===== config.mk =====
export PLATFORM = sky130hd
export DESIGN_NAME = fetch_unit_flat
export DESIGN_NICKNAME = d
export VERILOG_FILES = /design/src/rtl/fetch_unit_if.sv /design/src/rtl/fetch_unit.sv /design/src/flat_wrapper.sv
export SDC_FILE = /design/constraint.sdc
export NUM_CORES = 1
export LEC_CHECK = 0
export CAP_MARGIN = 10
export CORE_ASPECT_RATIO = 0.8
export CORE_MARGIN = 8
export CORE_UTILIZATION = 40
export CTS_CLUSTER_DIAMETER = 40
export DETAILED_ROUTE_END_ITERATION = 7
export GPL_ROUTABILITY_DRIVEN = 0
export MAX_ROUTING_LAYER = met4
export PLACE_DENSITY = 0.66
export SLEW_MARGIN = 25
export SYNTH_ARGS = -nofsm -noshare
export SYNTH_HDL_FRONTEND = slang
export SYNTH_SLANG_ARGS = --single-unit

===== constraint.sdc =====
create_clock -name clk -period 15.3 [get_ports clk]
set_input_delay 2.295 -clock clk [delete_from_list [all_inputs] [get_ports clk]]
set_output_delay 2.295 -clock clk [all_outputs]
set_load 0.01 [all_outputs]

===== src/rtl/fetch_unit_if.sv =====
// Fetch-stage bus: instruction-memory port, decode handshake, and execute control.
// The master side belongs to fetch_unit; the slave side is the surrounding core.
interface fetch_unit_if;
    logic [15:0] imem_pc;
    logic [31:0] imem_instr;
    logic        out_valid;
    logic        out_ready;
    logic [31:0] out_instr;
    logic [15:0] out_pc;
    logic        redirect;
    logic [15:0] redirect_pc;
    logic        resume;
    logic        halted;

    modport master (
        output imem_pc,
        input  imem_instr,
        output out_valid,
        input  out_ready,
        output out_instr,
        output out_pc,
        input  redirect,
        input  redirect_pc,
        input  resume,
        output halted
    );

    modport slave (
        input  imem_pc,
        output imem_instr,
        input  out_valid,
        output out_ready,
        input  out_instr,
        input  out_pc,
        output redirect,
        output redirect_pc,
        output resume,
        input  halted
    );
endinterface


===== src/rtl/fetch_unit.sv =====
// rv32i instruction fetch: owns the PC, queues {pc, instr} pairs for decode,
// flushes on redirect from execute and stops fetching after an EBREAK.
module fetch_unit #(
    parameter logic [15:0] RESET_PC    = 16'h0000,
    parameter int          DEPTH       = 2,
    parameter logic [31:0] EBREAK_WORD = 32'h00100073
) (
    input  logic         clk,
    input  logic         rst,
    fetch_unit_if.master fif
);
    localparam int PW = $clog2(DEPTH);
    localparam int CW = PW + 1;
    localparam logic [CW-1:0] DEPTH_C = CW'(DEPTH);

    typedef enum logic {RUN, HALTED} state_t;

    state_t        state_q, state_d;
    logic [15:0]   pc_q;
    logic [31:0]   buf_instr [DEPTH];
    logic [15:0]   buf_pc    [DEPTH];
    logic [PW-1:0] head_q, tail_q;
    logic [CW-1:0] count_q;
    logic          valid, pop, push, full_after_pop;

    // Only word-aligned targets are meaningful; the low bits are dropped.
    wire unused_rpc_lsbs = &{1'b0, fif.redirect_pc[1:0]};

    assign valid          = (count_q != '0);
    assign pop            = valid && fif.out_ready;
    assign full_after_pop = (count_q == DEPTH_C) && !pop;

    assign fif.imem_pc   = pc_q;
    assign fif.out_valid = valid;
    assign fif.out_instr = buf_instr[head_q];
    assign fif.out_pc    = buf_pc[head_q];
    assign fif.halted    = (state_q == HALTED);

    always_comb begin
        state_d = state_q;
        push    = 1'b0;
        if (fif.redirect) begin
            state_d = RUN;
        end else begin
            case (state_q)
                RUN: begin
                    if (!full_after_pop) begin
                        push = 1'b1;
                        if (fif.imem_instr == EBREAK_WORD) state_d = HALTED;
                    end
                end
                HALTED: begin
                    if (fif.resume) state_d = RUN;
                end
                default: state_d = RUN;
            endcase
        end
    end

    always_ff @(posedge clk) begin
        if (rst) begin
            state_q <= RUN;
            pc_q    <= RESET_PC;
            head_q  <= '0;
            tail_q  <= '0;
            count_q <= '0;
            // Head outputs must read zero straight after reset, so storage is cleared too.
            for (int i = 0; i < DEPTH; i++) begin
                buf_instr[i] <= '0;
                buf_pc[i]    <= '0;
            end
        end else begin
            state_q <= state_d;
            if (fif.redirect) begin
                pc_q    <= {fif.redirect_pc[15:2], 2'b00};
                head_q  <= '0;
                tail_q  <= '0;
                count_q <= '0;
            end else begin
                if (push) begin
                    buf_instr[tail_q] <= fif.imem_instr;
                    buf_pc[tail_q]    <= pc_q;
                    tail_q            <= tail_q + PW'(1);
                    pc_q              <= pc_q + 16'd4;
                end
                if (pop) head_q <= head_q + PW'(1);
                case ({push, pop})
                    2'b10:   count_q <= count_q + CW'(1);
                    2'b01:   count_q <= count_q - CW'(1);
                    default: count_q <= count_q;
                endcase
            end
        end
    end
endmodule


===== src/flat_wrapper.sv =====
// flat-port wrapper written by rule: the top's interface ports become plain ports
module fetch_unit_flat 
#(
    parameter logic [15:0] RESET_PC    = 16'h0000,
    parameter int          DEPTH       = 2,
    parameter logic [31:0] EBREAK_WORD = 32'h00100073
)
  (clk, rst, fif_imem_pc, fif_imem_instr, fif_out_valid, fif_out_ready, fif_out_instr, fif_out_pc, fif_redirect, fif_redirect_pc, fif_resume, fif_halted);
  fetch_unit_if fif_i ();
  input  logic clk;
  input  logic rst;
  output wire logic [$bits(fif_i.imem_pc)-1:0] fif_imem_pc;
  input wire logic [$bits(fif_i.imem_instr)-1:0] fif_imem_instr;
  output wire logic [$bits(fif_i.out_valid)-1:0] fif_out_valid;
  input wire logic [$bits(fif_i.out_ready)-1:0] fif_out_ready;
  output wire logic [$bits(fif_i.out_instr)-1:0] fif_out_instr;
  output wire logic [$bits(fif_i.out_pc)-1:0] fif_out_pc;
  input wire logic [$bits(fif_i.redirect)-1:0] fif_redirect;
  input wire logic [$bits(fif_i.redirect_pc)-1:0] fif_redirect_pc;
  input wire logic [$bits(fif_i.resume)-1:0] fif_resume;
  output wire logic [$bits(fif_i.halted)-1:0] fif_halted;
  assign fif_imem_pc = fif_i.imem_pc;
  assign fif_i.imem_instr = fif_imem_instr;
  assign fif_out_valid = fif_i.out_valid;
  assign fif_i.out_ready = fif_out_ready;
  assign fif_out_instr = fif_i.out_instr;
  assign fif_out_pc = fif_i.out_pc;
  assign fif_i.redirect = fif_redirect;
  assign fif_i.redirect_pc = fif_redirect_pc;
  assign fif_i.resume = fif_resume;
  assign fif_halted = fif_i.halted;
  fetch_unit #(.RESET_PC(RESET_PC), .DEPTH(DEPTH), .EBREAK_WORD(EBREAK_WORD)) u_core (.clk(clk), .rst(rst), .fif(fif_i));
endmodule

==> results.md, run 1 <==
* Status: finished, final reports clean
* Max-slew violations at 0
* Largest net degree at the start of global routing at 48
* Post-Syn Area at 0.00529 mm²
* Post-CTS Setup Bufs at 0
* Critical Path RT at about 15000 ps
* Post-synth top flop: edfxtp_1
* Total congestion overflow at 0
* Leading cell type in the layout, fill and taps excluded: clkdlybuf4s50_1
* HP Class: flop to flop
* Final antenna diode count at 0
* Synth cell types at 51
* Min-Delay Path Depth at 2
* Layout cells sized above 1 at a little under a quarter
* DR top layer: met4
* Die ar. at 0.0172 mm²
* Drt drc at 0
* Root buffer cell: clkbuf_16
* Clock Pin Slew Worst Setup and Hold Paths at approximately 70 ps
* Signal arrival time at the worst endpoint at 4950 ps
* Post-cts sizing count at 0
* Metal1 wirelength at 5280 µm
* EDFF count, synth at a little over 90
* Unrepaired setup endpoints after global routing: false
* Pwr/cell area at 103 mW/mm²
* CP endpoint kind: flop
* Core area at 0.0129 mm²
* Max FO, Critical Path at 47
* Synthesis-to-finish area growth at 29.7%
* Final nets at about 550
* Commonest cells after routing, fill and taps aside: clkdlybuf4s50_1 (112), edfxtp_1 (92), and2_1 (57)
* Async SR Flop Fraction at 0%
* CTS tree: yes
* Max Clock Skew at 5.28 ps
* CTS Buffer Depth at 2
* WHS at just over 500 ps
* Max Clock Freq at 0.202 GHz
* Vert. Die Dim at 119 µm
* Initial antenna violation count at 0
* Max-Slew Margin vs Limit at roughly two fifths
* Final cycle utilization of the critical path at 32.4%
* Worst r2r path cells at 5
* Post-Syn Instances at between 300 and 400
* Crit Path Class: input pin to flop
* Worst-margin pin slew at slightly above 900 ps
* HPWL after detailed placement at 8210 µm
* PortBufs at 112
* # IOs at roughly 120
* Final hold viol count at 0
* Hold Buf Count CTS at 0
* Non-Filler Instances at 671
* Setup TNS Final at 0 ps
* Die Wd at 145 µm
* Initial drt markers at 231
* Register area share after synthesis at 59.8%
* Post-synthesis register bit count at 112
* Met2 routed WL at just over 6000 µm
* Met3 WL at 598 µm
* Peak supply drop at 50.0 µV
* TritonRoute pass-1 iters at 4
* First-pass GRT wire length at 19300 µm
* Vias in the first global route at 3632
* Clock Latency Late Sink at approximately 350 ps
* YS warnings at 0
* Post-route ant nets at 0
* Endpoints failing setup at 0
* DRT Wirelength at 12100 µm
* Vias per cell at 5.00
* WL/cell at about 18 µm
* H-Tree Depth at 3
* CP Launch Type: input pin
* Routed via count at 3352
* Number of max-cap violations at 0
* TritonCTS Buffers at 9
* Initial Utilization at 41.1%
* Filler Cells Inserted at 1110
* FP Rows at 37
* Mean Syn Cell Area at around 14 µm²
* # clock sinks at 112
* GRT Util Overall at around 15%
* Final Critical Period at 4960 ps
* Dpl cells at roughly 660
* Leakage at 0.00250 µW
-- worst max-delay path, cell delays in order --
cell	delay, ps
clkdlybuf4s50_1	730
inv_1	370
and4_4	630
or2_2	390
buf_4	490
-- area by class of cell --
class | count | area [µm²] | share of cell area [%]
clock inverters | 7 | 104 | 1.51
flip-flops and latches | 112 | 3160 | 46.1
clock buffers | 9 | 225 | 3.28
inverters | 5 | 18.8 | 0.273
repair buffers | 116 | 1150 | 16.8
well taps | 175 | 219 | 3.19
multi-input cells | 247 | 1980 | 28.9
-- sequential cells by signal (all words and copies together) (netlist names), named ones only --
| signal | count |
|---|---|
| u_core.buf_instr | 64 |
| u_core.buf_pc | 28 |
| u_core.fif.imem_pc | 14 |
| u_core.count_q | 2 |
| u_core.fif.halted | 1 |
| u_core.head_q | 1 |
| u_core.tail_q | 1 |
-- synth_stat cells, types with 2 or more instances --
cell type,number,area [µm²]
edfxtp_1,92,2760
buf_6,2,22.5
and2_2,6,45.0
a21oi_1,3,15.0
and2_4,30,263
mux2_2,46,518
and2_1,57,357
o21ai_0,5,25.0
ha_1,2,25.0
nor3b_1,2,15.0
xnor2_1,11,96.3
nand3_1,3,15.0
buf_8,3,45.0
nor4_4,2,42.5
nand2b_1,2,12.5
nand4_1,6,37.5
nand2_1,6,22.5
nor3_1,5,25.0
buf_2,4,20.0
nor4b_1,2,17.5
a31o_1,2,17.5
a211oi_1,8,60.1
clkbuf_1,8,30.0
inv_1,4,15.0
nor4_1,4,25.0
nor4bb_1,2,20.0
a311oi_1,3,26.3
nor2_1,18,67.6
buf_4,4,30.0
dfxtp_1,20,400
-- per-layer routing --
| metal | vias up | GRT usage, % |
|---|---|---|
| met2 | 91 | 24.5 |
| met5 | - | - |
| met3 | 10 | 3.15 |
| met1 | 1656 | 18.1 |
| li1 | 1595 | - |
| met4 | 0 | 4.15 |
-- kinds of logic (layout without fill, tap and decap cells) --
kind of cell,count (synthesis),after routing,synth area share [%]
multiplexers,46,46,9.79
XOR/XNOR,12,12,1.99
other,1,4,0.0709
buffers and inverters,27,137,3.22
AO/OA/AOI/OAI,26,26,3.67
AND/OR/NAND/NOR,157,157,21.0
flip-flops,112,112,59.8
adder cells (fa/ha/maj),2,2,0.473
-- metrics by stage --
stage                     util, %  total power (µW)  area, µm²  setup WS, ps
final                        53.3               708       6860         10340
after global routing         53.3               732       6860         10130
after CTS                    53.3               715       6860         10260
after detailed placement     50.8               460       6530          9880
after global placement       50.8               458       6530          9920
after floorplan                 -               407       5300          8740
-- where the power goes --
group / internal [µW] / switching [µW]
clock: 146 / 111
combinational: 52.0 / 40.9
sequential: 349 / 9.28
total: 547 / 161
-- worst paths after layout --
kind,startpoint,end,slack (ps)
worst max-delay path,rst,u_core.buf_instr[1][0]$_SDFFCE_PN0P_,10340
worst min-delay path,u_core.count_q[1]$_SDFFE_PP0P_,u_core.count_q[1]$_SDFFE_PP0P_,510
worst max register to register,u_core.count_q[0]$_SDFFE_PP0P_,u_core.buf_instr[1][0]$_SDFFCE_PN0P_,12490
worst min register to register,u_core.count_q[1]$_SDFFE_PP0P_,u_core.count_q[1]$_SDFFE_PP0P_,510
No activity file was read; power rests on OpenSTA's default activity.
==> run 2: changes to the inputs <==
- PLACE_DENSITY: 0.66 -> 0.68
- clock period: 15.3 -> 4 ns (I/O delays scaled with it)
==> results.md, run 2 (synthesis gave the netlist of run 1 again) <==
* Max Clock Freq at around 0.36 GHz
* Number of flip-flops in the largest register at 64
* H-Tree Depth at 3
* CP Launch Type: input pin
* Met1 Track Usage GR at approximately 18%
* Clock Pin Slew Worst Setup and Hold Paths at 70 ps
* Leading cell type in the layout, fill and taps excluded: clkdlybuf4s50_1
* Clock Latency Late Sink at ~340 ps
* Peak supply drop at 215 µV
* Final cycle utilization of the critical path at between 70% and 80%
* Drt drc at 0
* GRT Util Overall at 14.7%
* # clock sinks at 112
* HP Class: flop to flop
* Max Clock Skew at 7.72 ps
* Die Wd at 145 µm
* Final Critical Period at 2800 ps
* Max FO, Critical Path at 28
* Unrepaired setup endpoints after global routing: false
* Pwr/cell area at 380 mW/mm²
* Max-slew violations at 0
* Min-Delay Path Depth at 2
* Busiest grt layer: met2
* Post-route ant nets at 0
* Initial drt markers at 206
* Beginning of the worst register-to-register path: u_core.count_q[0]$_SDFFE_PP0P_
* Worst-margin pin slew at between 600 and 700 ps
* Core area at about 0.013 mm²
* Tot Pwr at 2600 µW
* Post-Layout Inst Area at 0.00685 mm²
* # IOs at 119
* Routed via count at between 3000 and 4000
* Setup TNS Final at 0 ps
* First-pass GRT wire length at 19000 µm
* Post-cts sizing count at 0
* Layout cells sized above 1 at a little under a quarter
* Endpoints failing setup at 0
* Synthesis-to-finish area growth at 29.4%
* DRT Wirelength at 12200 µm
* Reg2reg end: u_core.buf_instr[1][29]$_SDFFCE_PN0P_
* Setup crit end: u_core.buf_instr[1][29]$_SDFFCE_PN0P_
* CTS Buffer Depth at 2
* GRT met3 Usage at 3.59%
* CP endpoint kind: flop
* TritonCTS Buffers at 9
* Number of max-cap violations at 0
* TritonRoute pass-1 iters at 4
* Critical Path RT at 4000 ps
* CTS tree: yes
* Commonest cells after routing, fill and taps aside: clkdlybuf4s50_1 (112), edfxtp_1 (92), and2_1 (57)
* Status: finished, final reports clean
* R2R Setup Slk at 1600 ps
* Vias in the first global route at between 3000 and 4000
* Final nets at 550
* Vias per cell at 4.99
* PortBufs at 112
* Final hold viol count at 0
* Initial antenna violation count at 0
* Signal arrival time at the worst endpoint at between 2000 and 3000 ps
* CP startpoint: fif_redirect
* Root buffer cell: clkbuf_16
* FP Rows at 37
* Vert. Die Dim at 119 µm
* Post-CTS Setup Bufs at 0
* Hold Buf Count CTS at 0
* Worst r2r path cells at 6
* WL/cell at between 15 and 20 µm
* Top reg by flops: u_core.buf_instr
* Largest net degree at the start of global routing at 47
* Final antenna diode count at 0
* DP Area at about 0.0066 mm²
* Crit Path Class: input pin to flop
* Max-Slew Margin vs Limit at a little under three fifths
* HPWL after detailed placement at 8380 µm
* GR Util met2 at 24.4%
* Leakage at 0.00251 µW
* Hold Startpoint: u_core.count_q[1]$_SDFFE_PP0P_
* Total congestion overflow at 0
* Initial Utilization at 41.1%
* Die ar. at 0.0172 mm²
-- run 2: cell types whose count changed in the layout (fill, tap and decap cells not counted), sizes merged --
cell,delta
clkbuf,+4
clkinv,-1
clkinvlp,-2
buf,+4
bufinv,-1
-- run 2: final cells by class --
type,instances,area [µm²]
Timing Repair Buffer,120,1180
Multi-Input combinational cell,247,1980
Sequential cell,112,3160
Inverter,5,18.8
Fill cell,1114,6020
Clock buffer,13,240
Tap cell,175,219
Clock inverter,3,42.5
-- run 2: worst min-delay path by stage --
stage / end / slack [ps]
finish: u_core.count_q[1]$_SDFFE_PP0P_ / 510
global route: u_core.count_q[1]$_SDFFE_PP0P_ / 530
CTS: u_core.count_q[1]$_SDFFE_PP0P_ / 510
detailed placement: u_core.count_q[1]$_SDFFE_PP0P_ / 500
global placement: u_core.count_q[1]$_SDFFE_PP0P_ / 480
floorplan: u_core.count_q[1]$_SDFFE_PP0P_ / 470
-- run 2: layer usage --
layer	up-vias	part of all wire, %
met2	86	50
li1	1608	-
met5	-	0
met3	10	5.5
met4	0	1.1
met1	1663	43
-- run 2: critical path, cell delays in order --
cell             delay, ps
clkdlybuf4s50_1        550
inv_2                  410
and4_4                 300
or2_2                  490
buf_4                  430
-- run 2: power breakdown --
part,switching (µW),internal [µW],total (µW)
clock network,382,488,870
logic,156,200,356
registers,37.3,1340,1370
-- run 2: metrics by stage --
step / setup slack, ps / hold slack [ps] / utilization, % / cells
after floorplan: 375 / 467 / - / 386
after global placement: 849 / 477 / 51.0 / 659
after detailed placement: 778 / 496 / 51.0 / 659
after CTS: 1160 / 505 / 53.2 / 675
after global routing: 1030 / 528 / 53.2 / 675
final: 1200 / 507 / 53.2 / 675
==> run 3: changes to the inputs <==
- PLACE_DENSITY: 0.68 -> 0.66
- clock period: 4 -> 2.6 ns (I/O delays scaled with it)
==> results.md, run 3 (synthesis gave the netlist of run 1 again) <==
* CP endpoint kind: primary output
* Total congestion overflow at 0
* Max-Slew Margin vs Limit at between 50% and 60%
* Max-slew violations at 0
* Post-cts sizing count at 0
* Unrepaired setup endpoints after global routing: false
* HPWL after detailed placement at 8520 µm
* Crit Path Class: flop to primary output
* # IOs at 119
* FP Rows at 37
* TritonRoute pass-1 iters at 4
* Clock Pin Slew Worst Setup and Hold Paths at about 70 ps
* Final antenna diode count at 0
* Post-Layout Inst Area at 0.00701 mm²
* GRT Util Overall at 14.8%
* Final cycle utilization of the critical path at 89.1%
* Final Critical Period at 2320 ps
* CTS tree: yes
* Die ar. at roughly 0.017 mm²
* Vias in the first global route at 3626
* Largest net degree at the start of global routing at 47
* Filler Cells Inserted at 1124
* Initial Utilization at 41.1%
* Initial drt markers at 213
* Post-layout utilization of the core at 54.5%
* Routed via count at between 3000 and 4000
* TritonCTS Buffers at 9
* HP Class: flop to flop
* Leading cell type in the layout, fill and taps excluded: clkdlybuf4s50_1
* Initial antenna violation count at 0
* Final nets at 557
* WHS at ~510 ps
* Peak supply drop at between 300 and 400 µV
* Synthesis-to-finish area growth at 32.4%
* Max Clock Skew at 5.77 ps
* Post-route ant nets at 0
* CP Launch Type: flop
* Core area at 0.0129 mm²
* Layout cells sized above 1 at 25.2%
* Endpoints failing setup at 0
* H-Tree Depth at 3
* Vert. Die Dim at 119 µm
* Drt drc at 0
* DP Area at ~0.0067 mm²
* Max Clock Freq at 0.432 GHz
* Commonest cells after routing, fill and taps aside: clkdlybuf4s50_1 (112), edfxtp_1 (92), and2_1 (57)
* Post-CTS Setup Bufs at 0
* Max FO, Critical Path at 10
* Signal arrival time at the worst endpoint at ~1900 ps
* # clock sinks at 112
* Critical Path RT at 2210 ps
* Root buffer cell: clkbuf_16
* Pwr/cell area at 608 mW/mm²
* Number of max-cap violations at 0
* Final hold viol count at 0
* Number of flip-flops in the largest register at 64
* Worst-margin pin slew at 634 ps
* Clock Latency Late Sink at 340 ps
* CTS Buffer Depth at 2
* Die Wd at 145 µm
* First-pass GRT wire length at around 19000 µm
* PortBufs at 112
* Top reg by flops: u_core.buf_instr
* Tot Pwr at 4260 µW
* DRT Wirelength at 12100 µm
* Hold Buf Count CTS at 0
* Status: finished, final reports clean
* Leakage at 0.00259 µW
* Vias per cell at 4.89
* WL/cell at about 18 µm
## run 3: changes by cell type in the layout (fill, tap and decap cells not counted), sizes merged
cell	previous run	this run
buf	8	15
clkinvlp	0	1
clkinv	0	1
clkbuf	13	10
inv	7	6
bufinv	1	3
## run 3: report_power, final
group	total (µW)	switching [µW]	internal, µW
clock	1580	611	973
sequential	2110	56.1	2050
combinational	564	243	321
total	4260	910	3350
## run 3: layout make-up
| cell class | count | area [µm²] | area share, % |
|---|---|---|---|
| Sequential cell | 112 | 3160 | 45.2 |
| Clock inverter | 6 | 115 | 1.64 |
| Clock buffer | 10 | 239 | 3.41 |
| Timing Repair Buffer | 127 | 1270 | 18.1 |
| Multi-Input combinational cell | 247 | 1980 | 28.3 |
| Inverter | 5 | 18.8 | 0.268 |
| Tap cell | 175 | 219 | 3.12 |
## run 3: layer usage
metal,vias to the layer above,track usage [%],routed length [µm]
met5,-,-,0
met4,0,4.93,166
met3,9,3.39,583
met2,82,23.5,5840
met1,1624,18.2,5460
li1,1622,-,-
## run 3: worst paths after layout
check | startpoint | end | slack (ps) | cells past startpoint
max | flop | fif_out_pc[4] | 280 | 3
min | u_core.count_q[1]$_SDFFE_PP0P_ | u_core.count_q[1]$_SDFFE_PP0P_ | 510 | 2
max reg2reg | u_core.count_q[0]$_SDFFE_PP0P_ | u_core.buf_instr[1][19]$_SDFFCE_PN0P_ | 510 | 6
min reg2reg | u_core.count_q[1]$_SDFFE_PP0P_ | u_core.count_q[1]$_SDFFE_PP0P_ | 510 | 2
## run 3: critical path: stages, from the launching register on
cell	delay (ps)
dfxtp_2	470
buf_4	250
mux2_2	350
clkdlybuf4s50_1	510
## run 3: metrics by stage
step,cells,worst slack [ps],setup TNS (ps)
finish,682,284,0
global route,682,202,0
CTS,682,245,0
detailed placement,666,26.6,0
global placement,665,-113,-2410
floorplan,386,53.1,0
==> patch, RTL diff (flow settings as in run 1) <==
`DEPTH` is set to 2 in 2 places; all go to 4.
--- a/src/rtl/fetch_unit.sv
+++ b/src/rtl/fetch_unit.sv
@@ -2,7 +2,7 @@
 // flushes on redirect from execute and stops fetching after an EBREAK.
 module fetch_unit #(
     parameter logic [15:0] RESET_PC    = 16'h0000,
-    parameter int          DEPTH       = 2,
+    parameter int          DEPTH       = 4,
     parameter logic [31:0] EBREAK_WORD = 32'h00100073
 ) (
     input  logic         clk,
--- a/src/flat_wrapper.sv
+++ b/src/flat_wrapper.sv
@@ -2,7 +2,7 @@
 module fetch_unit_flat 
 #(
     parameter logic [15:0] RESET_PC    = 16'h0000,
-    parameter int          DEPTH       = 2,
+    parameter int          DEPTH       = 4,
     parameter logic [31:0] EBREAK_WORD = 32'h00100073
 )
   (clk, rst, fif_imem_pc, fif_imem_instr, fif_out_valid, fif_out_ready, fif_out_instr, fif_out_pc, fif_redirect, fif_redirect_pc, fif_resume, fif_halted);
Behaviour: not the same (Yosys sat finds a counterexample within 4 cycles, from zero or initial values and one cycle with rst high).
==> patch against run 1 <==
- die area increased by 65%
- total power increased by 98%
- setup slack got worse by 750 ps
- count of clock-buffer cells in the layout increased by 25
- cell area increased by 70%
- sequential power increased by 85%
- critical endpoint is now u_core.buf_pc[0][5]
- routed wire length increased by 78%
- sequential cell count increased by 96
- area after synthesis increased by 76%
- critical path type unchanged
- fmax decreased by 13%
==> patch: results <==
set metrics [dict create \
    yosysUniqueCellTypes 46 \
    diodes 0 \
    yosysWarnings 0 \
    cts.clk_slew.worst_paths_ps 60 \
    synth-edff-count 184 \
    first_iter_violations 389 \
    final_nets 787 \
    synth.top_cells.by_area "edfxtp_1 59%, and2_1 12%, mux4_2 11%" \
    clock_latency_ps 520 \
    wl_mm 21.5 \
    clockBufferDepth 3 \
    status "finished clean" \
    cp_top_family "buffers and inverters" \
    antenna_found_initial 0 \
    cpMaxStageDelayCell "clkdlybuf4s50_1" \
    cts_buffers 27 \
    slew_violations 0 \
    cts_resized 0 \
    synth_seq_area_share 0.646 \
    vias 5463 \
    placed_area_um2 10800 \
    grt_pass1_vias 5909 \
    grt_pass1_wl_mm 33.2 \
    worst_slew_pin_slew_ps 736 \
    synthTopCellsByCount "184 x edfxtp_1, 183 x and2_1, 46 x mux4_2" \
    layout-drive-gt1-share 0.152 \
    cts_root_buf "clkbuf_16" \
    cts_setup_buffers 0 \
    dpl.hpwl_mm 12.8 \
    fin_skew_ps 20.0 \
    cts-htree-levels 1 \
    largest_reg_flops 128 \
    peakVddDrop_mv 0.0820 \
    cp.arrival_ps 5840 \
    critPathMaxFanout 47 \
    synthFlopType "edfxtp_1" \
    regMostFlops "u_core.buf_instr" \
    leakagePower_nw 4.14 \
    first_pass_iters 5 \
    grt_max_degree 48 \
    grt_usage 0.153 \
    portBuffers 112 \
    critPathMaxStageDelay_ps 770 \
    hold_class "flip-flop to flip-flop" \
    synthArstFlopShare 0 \
]
==> patch: cell count changes after synthesis, sizes merged, moves of 5 or more <==
cell	change
and2	+90
xor2	+9
o21a	+8
inv	+7
edfxtp	+92
a21oi	+7
mux2	-45
xnor2	-9
nor2b	+5
nor2	-7
mux4	+46
a211oi	-7
clkbuf	+18
==> patch: power breakdown <==
part	switching (mW)	internal (mW)	total (mW)	leakage, nW
Combinational	0.0542	0.0583	0.113	1.60
Sequential	0.0145	0.648	0.663	2.11
Clock	0.240	0.383	0.624	0.434
==> patch: final timing paths <==
path                                        start             endpoint  cells after the start  slack (ps)
worst max-delay path                          rst  u_core.buf_pc[0][5]                      8        9590
worst min-delay path            u_core.count_q[2]    u_core.count_q[2]                      2         530
worst max register to register  u_core.count_q[0]  u_core.buf_pc[0][5]                      8       12070
worst min register to register  u_core.count_q[2]    u_core.count_q[2]                      2         530
==> patch: layout make-up <==
type,instances,area (um2)
fillers,1896,11400
flip-flops and latches,208,6010
multi-input cells,358,3100
repair buffers,124,1230
clock buffers,34,702
well taps,312,390
clock inverters,16,208
inverters,12,45.0
==> patch: tightest hold or removal path, delay by kind of cell, from the launching register on <==
family / cells / cell delay [ps]
compound gates: 2 / 140
flops: 1 / 340
==> patch: through the flow <==
stage	total power [mW]	cells	worst slack, ps
detailed placement	0.789	1013	9010
CTS	1.42	1063	9550
global route	1.45	1064	9370
global placement	0.784	1013	9090
floorplan	0.724	620	9630
finish	1.40	1064	9590
==> patch: layer usage <==
metal	GRT usage	vias up	wire, um	share of wire
met5	-	-	0	0
met4	0.0301	0	314	0.015
li1	-	2512	-	-
met2	0.247	178	10300	0.48
met1	0.199	2748	9630	0.45
met3	0.0290	25	1270	0.059
==> patch: logic make-up (layout without fill, tap and decap cells) <==
kind of cell	Yosys count	count (layout)	share of synthesized area
flip-flops	208	208	0.646
other	1	4	0.000404
adder cells (fa/ha/maj)	3	3	0.00485
multiplexers	48	48	0.114
XOR/XNOR	12	12	0.0113
buffers and inverters	54	186	0.0249
AO/OA/AOI/OAI	32	32	0.0237
AND/OR/NAND/NOR	259	259	0.175
